===== src/rtl/dphy_defs.sv =====
// rtl/dphy_defs.sv - shared LP line-state, RX FSM state and LPDT command definitions
package dphy_defs;

   typedef enum logic [1:0] {
      LP_00 = 2'b00,
      LP_01 = 2'b01,
      LP_10 = 2'b10,
      LP_11 = 2'b11
   } lp_state_t;

   typedef enum logic [3:0] {
      S_WAIT_STOP,
      S_STOP,
      S_HS_RQ,
      S_HS_ACT,
      S_ESC_RQ,
      S_ESC_BR,
      S_ESC_ACK,
      S_DATA,
      S_BIT0,
      S_BIT1,
      S_ESC_IGN
   } rx_state_t;

   localparam logic [7:0] LPDT_CMD = 8'hE1;

   function automatic logic [7:0] rev8(input logic [7:0] v);
      logic [7:0] r;
      for (int i = 0; i < 8; i++) r[i] = v[7-i];
      return r;
   endfunction

endpackage


===== src/rtl/dphy_lp_rx_lane_if.sv =====
// rtl/dphy_lp_rx_lane_if.sv - decoded LP receive outputs towards the packet decoder
interface dphy_lp_rx_lane_if;

   logic [7:0] lp_data_o;
   logic       lp_valid_o;
   logic       lp_active_o;
   logic       hs_active_o;
   logic       idle_o;
   logic       err_esc_o;
   logic       err_sync_o;

   modport master (
      output lp_data_o, lp_valid_o, lp_active_o, hs_active_o, idle_o, err_esc_o, err_sync_o
   );

   modport slave (
      input  lp_data_o, lp_valid_o, lp_active_o, hs_active_o, idle_o, err_esc_o, err_sync_o
   );

endinterface


===== src/rtl/dphy_lp_line_filter.sv =====
// rtl/dphy_lp_line_filter.sv - optional p/n swap, 2-flop synchroniser and stability filter
module dphy_lp_line_filter
   import dphy_defs::*;
#(
   parameter bit g_invert     = 1'b0,
   parameter int g_filter_len = 2
) (
   input  logic      clk_i,
   input  logic      rst_n_i,
   input  logic      rxp_i,
   input  logic      rxn_i,
   output lp_state_t ls_o
);

   localparam logic [3:0] FL = 4'(g_filter_len);

   logic [1:0] pins;
   logic [1:0] sync1_q, sync2_q, cand_q;
   logic [3:0] cnt_q;
   lp_state_t  ls_q, ls_nxt;

   assign pins = g_invert ? {rxn_i, rxp_i} : {rxp_i, rxn_i};

   // The accepted state is exposed on the edge it is taken so the FSM reacts in the same cycle.
   always_comb begin
      ls_nxt = ls_q;
      if (sync2_q != cand_q) begin
         if (FL == 4'd1) ls_nxt = lp_state_t'(sync2_q);
      end else if (cnt_q + 4'd1 == FL) begin
         ls_nxt = lp_state_t'(cand_q);
      end
   end

   always_ff @(posedge clk_i or negedge rst_n_i) begin
      if (!rst_n_i) begin
         sync1_q <= 2'b00;
         sync2_q <= 2'b00;
         cand_q  <= 2'b00;
         cnt_q   <= FL;
         ls_q    <= LP_00;
      end else begin
         sync1_q <= pins;
         sync2_q <= sync1_q;
         ls_q    <= ls_nxt;
         if (sync2_q != cand_q) begin
            cand_q <= sync2_q;
            cnt_q  <= 4'd1;
         end else if (cnt_q != FL) begin
            cnt_q <= cnt_q + 4'd1;
         end
      end
   end

   assign ls_o = ls_nxt;

endmodule


===== src/rtl/dphy_lp_rx_lane.sv =====
// rtl/dphy_lp_rx_lane.sv - LP lane receiver: Stop/HS/Escape/LPDT decode with error flags
// DPHY_LP_RX_ENTRY_CMD_EN: expect and check an LPDT entry command before data bytes.
module dphy_lp_rx_lane
   import dphy_defs::*;
#(
   parameter bit g_invert     = 1'b0,
   parameter int g_filter_len = 2,
   parameter bit g_msb_first  = 1'b1
) (
   input  logic                  clk_i,
   input  logic                  rst_n_i,
   input  logic                  lp_rxp_i,
   input  logic                  lp_rxn_i,
   dphy_lp_rx_lane_if.master     rx
);

   lp_state_t ls, ls_prev_q;
   rx_state_t state_q, state_nxt;
   logic [2:0] cnt_q, cnt_nxt;
   logic [7:0] sh_q, sh_nxt, data_q;
   logic       cmd_q, cmd_nxt;
   logic       valid_q, esc_q, sync_q;
   logic       esc_fail, err_esc_nxt, err_sync_nxt;
   logic       shift_en, bit_in, enter_data, byte_done, strobe;

   dphy_lp_line_filter #(
      .g_invert     (g_invert),
      .g_filter_len (g_filter_len)
   ) u_filter (
      .clk_i   (clk_i),
      .rst_n_i (rst_n_i),
      .rxp_i   (lp_rxp_i),
      .rxn_i   (lp_rxn_i),
      .ls_o    (ls)
   );

   always_comb begin
      state_nxt    = state_q;
      cnt_nxt      = cnt_q;
      sh_nxt       = sh_q;
      cmd_nxt      = cmd_q;
      esc_fail     = 1'b0;
      err_esc_nxt  = 1'b0;
      err_sync_nxt = 1'b0;
      shift_en     = 1'b0;
      bit_in       = 1'b0;
      enter_data   = 1'b0;
      byte_done    = 1'b0;
      strobe       = 1'b0;

      if (ls != ls_prev_q) begin
         case (state_q)
            S_WAIT_STOP: if (ls == LP_11) state_nxt = S_STOP;
            S_STOP: begin
               if (ls == LP_10)      state_nxt = S_ESC_RQ;
               else if (ls == LP_01) state_nxt = S_HS_RQ;
               else                  esc_fail  = 1'b1;
            end
            S_HS_RQ: begin
               if (ls == LP_00)      state_nxt = S_HS_ACT;
               else if (ls == LP_11) state_nxt = S_STOP;
               else                  esc_fail  = 1'b1;
            end
            S_HS_ACT:  if (ls == LP_11) state_nxt = S_STOP;
            S_ESC_RQ:  if (ls == LP_00) state_nxt = S_ESC_BR;  else esc_fail = 1'b1;
            S_ESC_BR:  if (ls == LP_01) state_nxt = S_ESC_ACK; else esc_fail = 1'b1;
            S_ESC_ACK: begin
               if (ls == LP_00) begin
                  state_nxt  = S_DATA;
                  enter_data = 1'b1;
               end else begin
                  esc_fail = 1'b1;
               end
            end
            S_DATA: begin
               if (ls == LP_10)      state_nxt = S_BIT1;
               else if (ls == LP_01) state_nxt = S_BIT0;
               else                  esc_fail  = 1'b1;
            end
            S_BIT0: begin
               if (ls == LP_00) begin
                  state_nxt = S_DATA;
                  shift_en  = 1'b1;
               end else begin
                  esc_fail = 1'b1;
               end
            end
            S_BIT1: begin
               if (ls == LP_00) begin
                  state_nxt = S_DATA;
                  shift_en  = 1'b1;
                  bit_in    = 1'b1;
               end else if (ls == LP_11) begin
                  state_nxt    = S_STOP;
                  err_sync_nxt = (cnt_q != 3'd0);
               end else begin
                  esc_fail = 1'b1;
               end
            end
            S_ESC_IGN: if (ls == LP_11) state_nxt = S_STOP;
            default:   state_nxt = S_WAIT_STOP;
         endcase
      end

      // Every illegal change lands in STOP when it was 11, otherwise waits for a fresh Stop.
      if (esc_fail) begin
         err_esc_nxt = 1'b1;
         state_nxt   = (ls == LP_11) ? S_STOP : S_WAIT_STOP;
      end

      if (enter_data) begin
         cnt_nxt = 3'd0;
         sh_nxt  = 8'h00;
      end

      if (shift_en) begin
         sh_nxt    = g_msb_first ? {sh_q[6:0], bit_in} : {bit_in, sh_q[7:1]};
         cnt_nxt   = cnt_q + 3'd1;
         byte_done = (cnt_q == 3'd7);
      end

`ifdef DPHY_LP_RX_ENTRY_CMD_EN
      if (enter_data) cmd_nxt = 1'b1;
      if (byte_done && cmd_q) begin
         cmd_nxt = 1'b0;
         if ((g_msb_first ? sh_nxt : rev8(sh_nxt)) != LPDT_CMD) begin
            err_esc_nxt = 1'b1;
            state_nxt   = S_ESC_IGN;
         end
      end
      strobe = byte_done && !cmd_q;
`else
      cmd_nxt = 1'b0;
      strobe  = byte_done;
`endif
   end

   always_ff @(posedge clk_i or negedge rst_n_i) begin
      if (!rst_n_i) begin
         state_q   <= S_WAIT_STOP;
         ls_prev_q <= LP_00;
         cnt_q     <= 3'd0;
         sh_q      <= 8'h00;
         cmd_q     <= 1'b0;
         data_q    <= 8'h00;
         valid_q   <= 1'b0;
         esc_q     <= 1'b0;
         sync_q    <= 1'b0;
      end else begin
         state_q   <= state_nxt;
         ls_prev_q <= ls;
         cnt_q     <= cnt_nxt;
         sh_q      <= sh_nxt;
         cmd_q     <= cmd_nxt;
         valid_q   <= strobe;
         esc_q     <= err_esc_nxt;
         sync_q    <= err_sync_nxt;
         if (strobe) data_q <= sh_nxt;
      end
   end

   assign rx.lp_data_o   = data_q;
   assign rx.lp_valid_o  = valid_q;
   assign rx.lp_active_o = (state_q == S_DATA || state_q == S_BIT0 || state_q == S_BIT1) && !cmd_q;
   assign rx.hs_active_o = (state_q == S_HS_ACT);
   assign rx.idle_o      = (state_q == S_STOP);
   assign rx.err_esc_o   = esc_q;
   assign rx.err_sync_o  = sync_q;

endmodule


===== src/flat_wrapper.sv =====
// flat-port wrapper written by rule: the top's interface ports become plain ports
module dphy_lp_rx_lane_flat import dphy_defs::*;
#(
   parameter bit g_invert     = 1'b0,
   parameter int g_filter_len = 2,
   parameter bit g_msb_first  = 1'b1
)
  (clk_i, rst_n_i, lp_rxp_i, lp_rxn_i, rx_lp_data_o, rx_lp_valid_o, rx_lp_active_o, rx_hs_active_o, rx_idle_o, rx_err_esc_o, rx_err_sync_o);
  dphy_lp_rx_lane_if rx_i ();
  input  logic clk_i;
  input  logic rst_n_i;
  input  logic lp_rxp_i;
  input  logic lp_rxn_i;
  output wire logic [$bits(rx_i.lp_data_o)-1:0] rx_lp_data_o;
  output wire logic [$bits(rx_i.lp_valid_o)-1:0] rx_lp_valid_o;
  output wire logic [$bits(rx_i.lp_active_o)-1:0] rx_lp_active_o;
  output wire logic [$bits(rx_i.hs_active_o)-1:0] rx_hs_active_o;
  output wire logic [$bits(rx_i.idle_o)-1:0] rx_idle_o;
  output wire logic [$bits(rx_i.err_esc_o)-1:0] rx_err_esc_o;
  output wire logic [$bits(rx_i.err_sync_o)-1:0] rx_err_sync_o;
  assign rx_lp_data_o = rx_i.lp_data_o;
  assign rx_lp_valid_o = rx_i.lp_valid_o;
  assign rx_lp_active_o = rx_i.lp_active_o;
  assign rx_hs_active_o = rx_i.hs_active_o;
  assign rx_idle_o = rx_i.idle_o;
  assign rx_err_esc_o = rx_i.err_esc_o;
  assign rx_err_sync_o = rx_i.err_sync_o;
  dphy_lp_rx_lane #(.g_invert(g_invert), .g_filter_len(g_filter_len), .g_msb_first(g_msb_first)) u_core (.clk_i(clk_i), .rst_n_i(rst_n_i), .lp_rxp_i(lp_rxp_i), .lp_rxn_i(lp_rxn_i), .rx(rx_i));
endmodule

===== config.mk =====
export PLATFORM = sky130hd
export DESIGN_NAME = dphy_lp_rx_lane_flat
export DESIGN_NICKNAME = d
export VERILOG_FILES = /design/src/rtl/dphy_defs.sv /design/src/rtl/dphy_lp_rx_lane_if.sv /design/src/rtl/dphy_lp_line_filter.sv /design/src/rtl/dphy_lp_rx_lane.sv /design/src/flat_wrapper.sv
export SDC_FILE = /design/constraint.sdc
export NUM_CORES = 1
export LEC_CHECK = 0
export CAP_MARGIN = 40
export CORE_MARGIN = 2
export CORE_UTILIZATION = 50
export CTS_CLUSTER_DIAMETER = 120
export DETAILED_ROUTE_END_ITERATION = 6
export PLACE_DENSITY = 0.69
export SLEW_MARGIN = 10
export SYNTH_ARGS = -nofsm -noshare
export SYNTH_HDL_FRONTEND = slang
export SYNTH_SLANG_ARGS = --single-unit

===== constraint.sdc =====
create_clock -name clk_i -period 7.85 [get_ports clk_i]
set_clock_uncertainty 0.15 [all_clocks]
set_input_delay 1.57 -clock clk_i [delete_from_list [all_inputs] [get_ports clk_i]]
set_output_delay 1.57 -clock clk_i [all_outputs]
set_load 0.03 [all_outputs]

==> flow_summary.yaml, run 1 <==
outcome:
  run_status: "completed"
synthesis:
  synth_top_area_cell: "dfrtp_1"
  synth_warnings: 0
  synth.avg_cell_area_sq_um: 10.8
  synth_edf_count: 0
  synth_ff_type: "dfrtp_1"
  synth_area_sq_um: 1930
  synth_nets: 192
  syn_inst: 178
  yosysUniqueCellTypes: 47
  yosysTopAreaCellShare: 0.468
  ys_ff_latch: 37
  ys_seq_area_frac: 0.481
  synthTopCellsByArea: "dfrtp_1, ha_1, mux2_1"
  async_flop_share: 1.00
placed_design:
  place_congestion: 0.921
  dp_hpwl_microns: 2570
  port_buffers: 17
  post_dp_cell_area_sq_um: 2090
sta:
  min_period_over_period: 0.494
  slew_headroom: 0.463
  setup_viol: 0
  worst_pin_slew_ns: 0.805
  finalCriticalPeriod_ns: 3.88
  tns_ns: 0
  hold_viol: 0
  slew_violations: 0
  rsz0062_at_grt: "no"
  timing.fmax_mhz: 258
die:
  coreArea_sq_um: 3690
  num_io_pins: 18
  dieHeight_microns: 66.1
  core.rowCount: 22
  die-area_sq_um: 4360
  start_util: 0.522
  die_x_microns: 66.1
clock_network:
  h-tree-depth: 2
  worstSkewPairLatency_ns: 0.30
  cts_root_buf: "clkbuf_8"
  cts.repair.resized: 0
  ctsHoldBuffers: 0
  cts_buffers: 5
  post_cts_buffers: 0
  cts_max_path_buffers: 2
  cts_tree: "yes"
  clkSinkCount: 37
  clk_pin_slew_ns: 0.07
global_route:
  grt_pass1_vias: 1364
  overflow: 0
  grt_pass1_wl_microns: 6360
  grt_max_degree: 38
  globalRouteTotalUtil: 0.196
  antenna_found_initial: 0
critical_path:
  r2r_start: "u_core.u_filter.cnt_q[1]"
  cp_num_buf_inv: 2
  path_class: "reg2out"
  path_max_fanout: 18
  crit_path_max_incr_delay_ns: 0.72
  crit_family: "buffers and inverters"
  r2r_cells: 12
  crit_chain: "inv_1 > nor3_1 > clkdlybuf4s50_1"
  end_kind: "primary output"
  arrival_ns: 2.16
  crit_path_start_kind: "flop"
  rrSetupSlack_ns: 4.17
  worstReg2RegEnd: "u_core.state_q[0]"
  cp_slowest_cell: "dfrtp_1"
  cp.required_ns: 6.13
power:
  power.density_nw_per_um2: 312
  total_power_mw: 0.687
  clkPwrFrac: 0.223
  ir_worst_vdd_mv: 0.166
  pwr-share-seq: 0.385
  p_int_mw: 0.413
  swShare: 0.399
  power_switching_mw: 0.274
  comb_power_share: 0.392
  leakage_nw: 0.989
route:
  drc: 0
  wl_per_cell_microns: 15.5
  wirelength_microns: 3730
  ant_nets: 0
  num_vias: 1389
  vias_per_cell: 5.76
  drtIter0Drc: 117
  drtPass1Iterations: 4
layout:
  n_antenna_cell: 0
  fin_area_sq_um: 2200
  syn_to_final_growth_pct: 14.4
  drive_gt1_frac: 0.0984
  layout.nets: 206
worst_hold_path:
  whs_endpoint: "u_core.u_filter.sync2_q[1]"
  min_from: "u_core.u_filter.sync1_q[1]"
  hold_depth: 0
  worstHoldPathType: "reg2reg"
job:
  maxCapViolations: 0
## power groups by stage
| stage | Combinational (mW) | Sequential [mW] | Clock (mW) |
|---|---|---|---|
| after floorplan | 0.241 | 0.236 | 0 |
| after global placement | 0.260 | 0.266 | 0 |
| after detailed placement | 0.266 | 0.268 | 0 |
| after CTS | 0.268 | 0.264 | 0.157 |
| after global routing | 0.298 | 0.271 | 0.164 |
| final | 0.269 | 0.264 | 0.153 |
## metrics by stage
| step | worst slack [ns] | std cells | util | hold WS [ns] |
|---|---|---|---|---|
| after floorplan | 4.38 | 178 | - | 0.181 |
| after global placement | 4.02 | 232 | 0.567 | 0.186 |
| after detailed placement | 3.81 | 232 | 0.567 | 0.189 |
| after CTS | 3.78 | 240 | 0.595 | 0.206 |
| after global routing | 3.84 | 241 | 0.597 | 0.209 |
| final | 3.97 | 241 | 0.597 | 0.203 |
## final cells by class
class | count | area, sq um
clock inverter | 1 | 8.76
tap | 48 | 60.1
multi-input combinational | 117 | 890
fill | 326 | 1490
inverter | 13 | 48.8
timing repair buffer | 18 | 173
clock buffer | 7 | 96.3
sequential | 37 | 927
## state kept, by name, indices dropped and copies added (netlist names)
register                 cells
u_core.u_filter.sync1_q      2
u_core.rx.lp_valid_o         1
u_core.sh_q                  7
u_core.u_filter.sync2_q      2
u_core.u_filter.cand_q       2
u_core.ls_prev_q             2
u_core.rx.err_esc_o          1
u_core.state_q               4
u_core.rx.err_sync_o         1
u_core.rx.lp_data_o          8
u_core.u_filter.cnt_q        4
u_core.cnt_q                 3
## layer usage
metal	up-vias	track usage	wire (microns)
met3	5	0.0562	178
met1	681	0.244	1640
met5	-	0	0
met2	41	0.322	1840
li1	662	-	-
met4	0	0.0740	59
## kinds of logic after synthesis
group,after synthesis,synth area share
compound gates,38,0.144
xor+xnor,8,0.0364
fa+ha+maj,10,0.0650
buf+inv,24,0.0565
flops,37,0.481
mux,11,0.0637
simple gates,50,0.153
## Yosys cell counts, types with 2 or more instances
library cell / count
xnor2_1: 6
clkbuf_1: 6
mux2_2: 2
nand2b_1: 5
or3_1: 4
dfrtp_1: 36
a21oi_1: 12
inv_1: 13
nand3_1: 4
nor3_1: 8
nor3b_1: 2
nand2_1: 6
buf_2: 3
ha_1: 10
o21ai_0: 2
a22o_1: 9
o31ai_1: 2
xor2_1: 2
nor2_1: 7
buf_6: 2
nor4_1: 2
o22ai_1: 2
mux2_1: 8
nand3b_1: 2
## layout by cell type, fill, tap and decap left out, types with 2 or more instances in the layout
master	netlist	final
nand2b_1	5	5
xor2_1	2	2
mux2_2	2	2
nor3_1	8	8
nor3b_1	2	2
o31ai_1	2	2
dfrtp_1	36	36
nand3b_1	2	2
a21oi_1	12	12
nand3_1	4	4
nand2_1	6	6
nor4_1	2	2
ha_1	10	10
inv_1	13	13
clkdlybuf4s50_1	0	16
xnor2_1	6	6
o22ai_1	2	2
o21ai_0	2	2
or3_1	4	4
a22o_1	9	9
nor2_1	7	7
clkbuf_8	0	7
mux2_1	8	8
## worst max-delay path by stage
stage / start / end / cells past startpoint
final: u_core.state_q[0] / rx_hs_active_o / 3
after global routing: u_core.state_q[0] / rx_hs_active_o / 3
after CTS: u_core.u_filter.cnt_q[1] / u_core.rx.lp_data_o[2] / 11
after detailed placement: u_core.u_filter.cnt_q[1] / u_core.rx.lp_data_o[2] / 11
after global placement: u_core.u_filter.cnt_q[1] / u_core.rx.lp_data_o[2] / 11
after floorplan: u_core.u_filter.cnt_q[1] / u_core.state_q[0] / 13
Power figures use the tool's default switching activity.
==> run 2: changes to the inputs <==
==> constraint.sdc (replaced) <==
create_clock -name clk_i -period 3.8 [get_ports clk_i]
set_clock_uncertainty 0.15 [all_clocks]
set_input_delay 0.76 -clock clk_i [delete_from_list [all_inputs] [get_ports clk_i]]
set_output_delay 0.76 -clock clk_i [all_outputs]
set_load 0.03 [all_outputs]
==> run 2 against run 1 <==
  * Clock-buffer cell count shrank 2
  * Power grew 120%
  * Critical path depth is 9 higher
  * Largest power group unchanged
  * Non-clock buffer count up 1
  * Combinational power is 120% higher
  * Cell area grew 2.4%
  * Global-route usage shrank 0.26 points
==> flow_summary.yaml, run 2 (synthesis gave the netlist of run 1 again) <==
layout:
  drive_gt1_frac: 0.124
  largest_reg_flops: 8
  syn_to_final_growth_pct: 17.2
  final_common_cell: "dfrtp_1"
  layout.nets: 207
  nFillCells: 305
  layout_common_cells: "dfrtp_1, clkdlybuf4s50_1, inv_1"
  fin_util: 0.612
  n_antenna_cell: 0
critical_path:
  path_class: "reg2reg"
  cp_slowest_cell: "dfstp_2"
  path_max_fanout: 5
  cp_num_buf_inv: 1
  crit_path_start_kind: "flop"
  crit_path_max_incr_delay_ns: 0.58
  arrival_ns: 3.65
  crit_chain: "ha_2 > xnor2_1 > nand4_1 > nor2_2 > buf_4 > mux2i_4 > ha_4 > nand4bb_1 > a21oi_1 > or4_4 > and2_4 > a222oi_1"
  rrSetupSlack_ns: 0.17
  cp.required_ns: 3.82
  crit_family: "simple AND/OR/NAND/NOR gates"
  end_kind: "flop"
route:
  wl_per_cell_microns: 15.6
  drc: 0
  drtIter0Drc: 133
  drtPass1Iterations: 4
  wirelength_microns: 3760
  num_vias: 1395
  ant_nets: 0
  vias_per_cell: 5.79
job:
  maxCapViolations: 0
sta:
  slew_violations: 0
  setup_viol: 0
  timing.fmax_mhz: 276
  finalCriticalPeriod_ns: 3.63
  worst_pin_slew_ns: 0.797
  min_period_over_period: 0.955
  fin_ws_ns: 0.173
  slew_headroom: 0.469
  hold_slack_ns: 0.206
  hold_viol: 0
placed_design:
  place_congestion: 0.919
  dp_slack_ns: 0.0886
  port_buffers: 17
  dp_hpwl_microns: 2650
clock_network:
  worstSkewPairLatency_ns: 0.29
  h-tree-depth: 2
  clkSinkCount: 37
  cts_tree: "yes"
  cts_buffers: 5
  cts_root_buf: "clkbuf_8"
  clk_pin_slew_ns: 0.07
  cts_max_path_buffers: 2
global_route:
  grt_pass1_vias: 1363
  grt_pass1_wl_microns: 6330
  antenna_found_initial: 0
  overflow: 0
  globalRouteTotalUtil: 0.193
  grt_max_degree: 38
die:
  die-area_sq_um: 4360
  num_io_pins: 18
  core.rowCount: 22
  coreArea_sq_um: 3690
  start_util: 0.522
  dieHeight_microns: 66.1
  die_x_microns: 66.1
worst_hold_path:
  worstHoldPathType: "reg2reg"
power:
  ir_worst_vdd_mv: 0.270
  leakage_nw: 0.996
  power.density_nw_per_um2: 656
outcome:
  run_status: "completed"
==> run 2: layout make-up <==
class	count	area (sq um)	share of cell area
inverters	13	48.8	0.0216
well taps	48	60.1	0.0266
clock buffers	5	68.8	0.0305
multi-input cells	117	936	0.415
flip-flops and latches	37	927	0.411
repair buffers	19	180	0.0799
clock inverters	2	35.0	0.0155
==> run 2: per-stage QoR <==
stage / setup TNS, ns / instance area (sq um) / cells / total power [mW]
6_report: 0 / 2260 / 241 / 1.48
5_1_grt: -0.0173 / 2260 / 241 / 1.58
4_1_cts: 0 / 2200 / 240 / 1.44
3_5_place_dp: 0 / 2100 / 233 / 1.11
3_3_place_gp: 0 / 2100 / 233 / 1.09
2_1_floorplan: 0 / 1930 / 178 / 0.986
==> run 2: power by group <==
| group | internal [mW] | switching (mW) | leakage, nW | total (mW) |
|---|---|---|---|---|
| sequential | 0.445 | 0.104 | 0.484 | 0.549 |
| combinational | 0.272 | 0.334 | 0.458 | 0.605 |
| clock | 0.191 | 0.134 | 0.0540 | 0.324 |
==> run 2: path summary, 6_finish.rpt <==
path,startpoint,to,cells after the start
setup / recovery,u_core.u_filter.cnt_q[1],u_core.state_q[0],12
hold / removal,u_core.u_filter.sync1_q[1],u_core.u_filter.sync2_q[1],0
setup reg to reg,u_core.u_filter.cnt_q[1],u_core.state_q[0],12
hold reg to reg,u_core.u_filter.sync1_q[1],u_core.u_filter.sync2_q[1],0
max in group asynchronous,rst_n_i,u_core.u_filter.sync1_q[1],1
min in group asynchronous,rst_n_i,u_core.state_q[3],1
==> run 2: routing by layer <==
layer | track usage | wire [microns] | vias up
met5 | 0 | 0 | -
met2 | 0.326 | 1900 | 36
met3 | 0.0579 | 169 | 4
li1 | - | - | 664
met4 | 0.0510 | 30 | 0
met1 | 0.242 | 1660 | 691
==> run 2: timing repair <==
action	in CTS	in global routing
resized for setup	0	8
hold buffers	0	0
endpoints found under the setup margin	0	3
buffers inserted	0	1
==> run 3: changes to the inputs <==
--- a/config.mk
+++ b/config.mk
@@ -10,6 +10,7 @@
 export CORE_UTILIZATION = 50
 export CTS_CLUSTER_DIAMETER = 120
 export DETAILED_ROUTE_END_ITERATION = 6
+export GPL_ROUTABILITY_DRIVEN = 0
 export PLACE_DENSITY = 0.69
 export SLEW_MARGIN = 10
 export SYNTH_ARGS = -nofsm -noshare
==> run 3 against run 2 <==
  * Routed wire length increased by 3.2%
  * Combinational power increased by 2%
  * Via count increased by 3.2%
  * Setup slack got worse by 0.034 ns
  * Critical path type unchanged
  * Largest cell class unchanged
  * Highest routed layer unchanged
==> flow_summary.yaml, run 3 (synthesis gave the netlist of run 1 again) <==
outcome:
  run_status: "completed"
critical_path:
  crit_path_start_kind: "flop"
  cp-startpoint: "u_core.u_filter.cnt_q[1]"
  r2r_start: "u_core.u_filter.cnt_q[1]"
  end_kind: "flop"
  crit_path_end: "u_core.state_q[0]"
  path_class: "reg2reg"
  path_max_fanout: 5
  arrival_ns: 3.66
  rrSetupSlack_ns: 0.14
  worstReg2RegEnd: "u_core.state_q[0]"
  r2r_cells: 12
  cp.required_ns: 3.80
clock_network:
  ctsHoldBuffers: 0
  cts_tree: "yes"
  clk_pin_slew_ns: 0.07
  clkSinkCount: 37
  cts_buffers: 5
  worstSkewPairLatency_ns: 0.28
  h-tree-depth: 2
  cts_max_path_buffers: 2
  cts_root_buf: "clkbuf_8"
worst_hold_path:
  worstHoldPathType: "reg2reg"
die:
  coreArea_sq_um: 3690
  die-area_sq_um: 4360
  start_util: 0.522
  die_x_microns: 66.1
  num_io_pins: 18
  dieHeight_microns: 66.1
  core.rowCount: 22
placed_design:
  dp_slack_ns: 0.103
  dp_hpwl_microns: 2650
  port_buffers: 17
  place_inst: 233
  post_dp_cell_area_sq_um: 2100
job:
  maxCapViolations: 0
route:
  vias_per_cell: 5.97
  wl_per_cell_microns: 16.1
  top_layer: "met4"
  num_vias: 1439
  ant_nets: 0
  route.met2.wl_microns: 2030
  wl_met1_microns: 1640
  wl_met3_microns: 194
  drtIter0Drc: 164
  drc: 0
  wirelength_microns: 3880
  drtPass1Iterations: 4
layout:
  drive_gt1_frac: 0.130
  final_common_cell: "dfrtp_1"
  largest_reg_flops: 8
  layout.nets: 207
  fin_util: 0.613
  n_antenna_cell: 0
  fin_area_sq_um: 2260
  fin_cells: 241
  syn_to_final_growth_pct: 17.4
  layout_common_cells: "dfrtp_1, clkdlybuf4s50_1, inv_1, a21oi_1, a22o_1"
sta:
  slew_violations: 0
  finalCriticalPeriod_ns: 3.66
  timing.fmax_mhz: 273
  setup_viol: 0
  hold_slack_ns: 0.206
  rsz0062_at_grt: "no"
  min_period_over_period: 0.963
  fin_ws_ns: 0.139
  slew_headroom: 0.476
  tns_ns: 0
  worst_pin_slew_ns: 0.786
  hold_viol: 0
power:
  power.density_nw_per_um2: 658
  ir_worst_vdd_mv: 0.327
  total_power_mw: 1.49
  leakage_nw: 0.995
global_route:
  grt_pass1_vias: 1393
  grt_pass1_wl_microns: 6410
  overflow: 0
  globalRouteTotalUtil: 0.196
  grt_max_degree: 38
  antenna_found_initial: 0
## run 3: cell count changes in the layout (fill, tap and decap cells not counted)
cell,delta
inv_1,-1
inv_2,+1
nor2_2,-1
nor2_4,+1
## run 3: report_power, final
part	switching (mW)	internal, mW	total [mW]
Sequential	0.107	0.445	0.552
Clock	0.129	0.191	0.319
Combinational	0.342	0.276	0.618
## run 3: area by class of cell
class	count	area [sq um]
fillers	325	1430
multi-input cells	117	941
flip-flops and latches	37	927
repair buffers	19	180
clock buffers	5	68.8
well taps	48	60.1
inverters	13	48.8
clock inverters	2	35.0
## run 3: repair_timing
| action | CTS | global route |
|---|---|---|
| buffers inserted | 0 | 1 |
| resized for setup | 0 | 10 |
| endpoints found under the hold margin | 0 | 0 |
| setup endpoints to repair | 0 | 3 |
## run 3: layer usage
metal / vias to the layer above / GRT usage
li1: 662 / -
met1: 721 / 0.255
met4: 0 / 0.0612
met3: 3 / 0.0443
met2: 53 / 0.326
met5: - / 0
## run 3: how the worst min path moves through the flow
stage,startpoint,endpoint,cells after the start
2_1_floorplan,u_core.u_filter.sync1_q[0],u_core.u_filter.sync2_q[0],0
3_3_place_gp,u_core.u_filter.sync1_q[0],u_core.u_filter.sync2_q[0],0
3_5_place_dp,u_core.u_filter.sync1_q[1],u_core.u_filter.sync2_q[1],0
4_1_cts,u_core.u_filter.sync1_q[0],u_core.u_filter.sync2_q[0],0
5_1_grt,u_core.u_filter.sync1_q[0],u_core.u_filter.sync2_q[0],0
6_report,u_core.u_filter.sync1_q[0],u_core.u_filter.sync2_q[0],0
## run 3: critical path, cell delays in order (launching register included)
cell	delay, ns
dfstp_2	0.57
ha_2	0.21
xnor2_1	0.13
nand4_1	0.23
nor2_4	0.23
mux2_4	0.36
inv_2	0.09
ha_1	0.13
nand3b_1	0.15
o32ai_2	0.11
or4_4	0.58
and2_4	0.20
a222oi_1	0.38
==> patch 1, RTL diff (config.mk and constraints of run 2) <==
The option `DPHY_LP_RX_ENTRY_CMD_EN` is turned on by a define.
--- a/src/rtl/dphy_lp_rx_lane.sv
+++ b/src/rtl/dphy_lp_rx_lane.sv
@@ -1,5 +1,7 @@
 // rtl/dphy_lp_rx_lane.sv - LP lane receiver: Stop/HS/Escape/LPDT decode with error flags
 // DPHY_LP_RX_ENTRY_CMD_EN: expect and check an LPDT entry command before data bytes.
+`define DPHY_LP_RX_ENTRY_CMD_EN
+
 module dphy_lp_rx_lane
    import dphy_defs::*;
 #(
Function: same outputs for any inputs over 10 cycles, from zero or initial values and one cycle with rst_n_i low; that may be too few to reach the edited logic, so the function may still have changed.
==> patch 1 against run 2 <==
- design area rose by 22%
- maximum frequency fell by 0.32%
- first-iteration DRC count fell by 8.3%
- total power rose by 1.8%
- worst setup slack got worse by 0.012 ns
- routed wire length rose by 21%
- sequential cell count rose by 2
- area after synthesis rose by 25%
- largest cell class unchanged
- largest power group unchanged
==> patch 1: results (changes against run 2) <==
| Metric | Value |
|---|---|
| Met3 WL | `191 um (+13%)` |
| Leakage | `1.187 nW (+19%)` |
| Avg Synthesized Cell Area | `10.38 um^2 (-4.0%)` |
| Top sig layer | `met4` |
| Outcome | `complete, no violations` |
| Largest net degree at the start of global routing | `34 (-11%)` |
| WL/cell | `14.83 um (-4.9%)` |
| DR pass1 iterations | `4 (unchanged)` |
| DR vias/cell | `5.769 (-0.34%)` |
| Worst-Margin Slew | `0.5850 ns (-0.2116 ns)` |
| Sequential-to-total area share from yosys stat | `40.57% (-7.6 points)` |
| Met1 track demand over resource | `25.31% (+1.1 points)` |
| Diodes inserted | `0 (unchanged)` |
| Cells after DPL | `298 (+28%)` |
| Met2 GRT Util | `28.83% (-3.7 points)` |
| Initial DRC count | `122 (-8.3%)` |
| M1 WL | `2158 um (+30%)` |
| VDD IR-drop max | `0.0002683 V (-0.59%)` |
| Synth unique cells | `69 (+47%)` |
| Initial antenna violation count | `0 (unchanged)` |
| Routed wl met2 | `2154 um (+13%)` |
| Worst Hold Class | `in2async` |
| WP data arrival | `3.70 ns (+0.05 ns)` |
| Final HPWL DP | `3365 um (+27%)` |
| GRT Total Usage | `17.98% (-1.3 points)` |
| Vias in the first global route | `1595 (+17%)` |
| First-pass GRT wire length | `7590 um (+20%)` |
| Layout cell share with drive strength beyond 1 | `19.76% (+7.3 points)` |
| Met3 usage | `3.429% (-2.4 points)` |
| CP peak stage delay | `0.57 ns` |
| Synth warn | `0 (unchanged)` |
| Non-filler instance count after layout | `307 (+27%)` |
| Crit path max-delay family | `simple AND/OR/NAND/NOR gates` |
| Setup WS pre-CTS | `0.1251 ns (+0.03652 ns)` |
| Commonest cells post-synth | `dfrtp_1, nand2_1, nor2_1` |
| Synth top area cells | `dfrtp_1, ha_1, mux2_2` |
| Area after DPL | `2655 um^2 (+27%)` |
| GPL Wtd Cong | `0.8621 (-6.2%)` |
| Fin Hold WS | `0.1483 ns (-0.05722 ns)` |
| Nets@finish | `268 (+29%)` |
| Synth Net Count | `248 (+29%)` |
| Final setup margin | `0.1609 ns (-0.01175 ns)` |
| Setup TNS | `0 ns (unchanged)` |
[patch 1: cells by family after synthesis]
| group | synth area share (%) |
|---|---|
| xor gates and xnor gates | 3.948 |
| and+or+nand+nor | 20.52 |
| AOI/OAI and AO/OA | 17.82 |
| buffers and inverters | 4.935 |
| DFF | 40.57 |
| muxes | 5.974 |
| adders and majority gates | 6.234 |
[patch 1: final timing paths]
path,startpoint,end
setup / recovery,u_core.u_filter.cnt_q[1],u_core.state_q[3]
hold / removal,rst_n_i,u_core.rx.err_sync_o
setup reg to reg,u_core.u_filter.cnt_q[1],u_core.state_q[3]
hold reg to reg,u_core.u_filter.sync1_q[1],u_core.u_filter.sync2_q[1]
max in group asynchronous,rst_n_i,u_core.u_filter.cnt_q[1]
min in group clk_i,u_core.u_filter.sync1_q[1],u_core.u_filter.sync2_q[1]
[patch 1: where the power goes]
group / internal [mW] / switching [mW]
Sequential: 0.453 / 0.0727
Clock: 0.129 / 0.140
Combinational: 0.299 / 0.412
Total: 0.881 / 0.625
[patch 1: timing repair]
action / 4_1_cts / 5_1_grt
setup endpoints to repair: 0 / 8
buffers inserted: 0 / 1
endpoints found under the hold margin: 0 / 0
resized for setup: 0 / 3
[patch 1: cell type report]
| class | count | area [um^2] |
|---|---|---|
| clock buffers | 6 | 72.57 |
| clock inverters | 2 | 13.76 |
| fillers | 410 | 1936 |
| inverters | 14 | 52.55 |
| multi-input cells | 165 | 1320 |
| flip-flops and latches | 39 | 977.2 |
| well taps | 54 | 67.56 |
| repair buffers | 27 | 252.7 |
==> patch 2, RTL diff (flow settings as in run 2) <==
Made on the original files. Reset style: synchronous (`rst_n_i`), changed in 2 clocked blocks.
--- a/src/rtl/dphy_lp_line_filter.sv
+++ b/src/rtl/dphy_lp_line_filter.sv
@@ -31,7 +31,7 @@
       end
    end
 
-   always_ff @(posedge clk_i or negedge rst_n_i) begin
+   always_ff @(posedge clk_i) begin
       if (!rst_n_i) begin
          sync1_q <= 2'b00;
          sync2_q <= 2'b00;
--- a/src/rtl/dphy_lp_rx_lane.sv
+++ b/src/rtl/dphy_lp_rx_lane.sv
@@ -135,7 +135,7 @@
 `endif
    end
 
-   always_ff @(posedge clk_i or negedge rst_n_i) begin
+   always_ff @(posedge clk_i) begin
       if (!rst_n_i) begin
          state_q   <= S_WAIT_STOP;
          ls_prev_q <= LP_00;
Formal check against the unedited RTL: differs if rst_n_i is asserted again (counterexample within 10 cycles, from zero or initial values and one cycle with rst_n_i low); with rst_n_i held inactive, the same outputs for 10 cycles.
==> patch 2 against run 2 <==
- design area down 3.8%
- sequential cell count unchanged
- sequential share of layout area down 7.0 points
- routed wire length down 3.7%
- worst setup slack better by 0.28 ns
- global-route usage about the same
- first-iteration DRC count down 29%
- core utilization down 1.9 points
- area after synthesis down 0.91%
- final cell count up 14%
- critical path type unchanged
Power is not compared: it rests on default switching activity, and its combinational part moved more than twofold at a synthesized area within 25%.
==> patch 2: results (changes against run 2) <==
| Metric | Value |
|---|---|
| Cells after DPL | `266 (+14%)` |
| Slowest cell on the critical path | `mux2i_1` |
| Reg2reg setup slack | `0.46 ns (+0.28 ns)` |
| Commonest cells post-synth | `dfxtp_1, nor2_1, nand3_1` |
| Vias | `1492 (+7.0%)` |
| Met3 WL | `134 um (-21%)` |
| RR Startpoint | `u_core.u_filter.cnt_q[0]` |
| Final period util | `88.01% (-7.4 points)` |
| FFs w/ async S/R, synth | `0% (-100 points)` |
| Largest net degree at the start of global routing | `24 (-37%)` |
| Layout cell share with drive strength beyond 1 | `10.18% (-2.3 points)` |
| Detailed Route WL | `3619 um (-3.7%)` |
| Routed wl met2 | `1807 um (-4.9%)` |
| Xor/xnor share of the synthesized area | `5.967% (+2.3 points)` |
| CP peak stage delay | `0.36 ns (-0.22 ns)` |
| Multiplexer share of the synthesized area | `2.098% (-4.3 points)` |
| Post-Synthesis Cells | `212 (+19%)` |
| Main synth FF type | `dfxtp_1` |
| First-pass GRT wire length | `6368 um (+0.54%)` |
| Fill count | `313 (+2.6%)` |
| Hold-fix buffers, CTS | `0 (unchanged)` |
| M1 WL | `1601 um (-3.4%)` |
| Met3 usage | `4.770% (-1.0 points)` |
| Outcome | `complete, no violations` |
| Compound-Gate Fraction of Synth Area | `15.34% (+0.98 points)` |
| WP data arrival | `3.40 ns (-0.25 ns)` |
| Initial DRC count | `95 (-29%)` |
| GPL Wtd Cong | `0.8088 (-12%)` |
| Met2 GRT Util | `32.70% (+0.13 points)` |
| Setup WS pre-CTS | `0.4988 ns (+0.4102 ns)` |
| Synth unique cells | `43 (-8.5%)` |
| Synth Net Count | `226 (+18%)` |
| Sequential-to-total area share from yosys stat | `38.82% (-9.3 points)` |
patch 2: cell count changes after synthesis, moves of 5 or more:
cell / delta
dfrtp_1: -36
nand3_1: +12
nor2_1: +17
dfxtp_1: +37
mux2_1: -8
and2_1: +6
nand2_1: +9
a22oi_1: +6
a22o_1: -8
xnor2_1: -5
patch 2: power breakdown:
group | switching, mW | internal [mW]
Clock | 0.144 | 0.147
Combinational | 0.0618 | 0.0518
Sequential | 0.0178 | 0.401
Total | 0.224 | 0.600
patch 2: layout make-up:
| cell class | instances | share of cell area (%) |
|---|---|---|
| clock buffer | 6 | 3.804 |
| inverter | 11 | 1.902 |
| tap | 48 | 2.767 |
| sequential | 37 | 34.12 |
| clock inverter | 2 | 0.6340 |
| timing repair buffer | 19 | 8.530 |
| multi-input combinational | 151 | 48.24 |
patch 2: worst min path at each step:
stage | start | to | slack (ns) | cells after the start
floorplan | u_core.u_filter.sync1_q[0] | u_core.u_filter.sync2_q[0] | 0.26 | 1
global placement | u_core.u_filter.sync1_q[1] | u_core.u_filter.sync2_q[1] | 0.27 | 1
detailed placement | u_core.u_filter.sync1_q[1] | u_core.u_filter.sync2_q[1] | 0.28 | 1
CTS | u_core.u_filter.sync1_q[1] | u_core.u_filter.sync2_q[1] | 0.28 | 1
global route | u_core.u_filter.sync1_q[0] | u_core.u_filter.sync2_q[0] | 0.31 | 1
finish | u_core.u_filter.sync1_q[1] | u_core.u_filter.sync2_q[1] | 0.28 | 1
patch 2: per-stage QoR:
step | util [%] | hold WS, ns
after floorplan | - | 0.2619
after global placement | 56.66 | 0.2721
after detailed placement | 56.66 | 0.2756
after CTS | 59.30 | 0.2849
after global routing | 59.30 | 0.3091
final | 59.30 | 0.2830
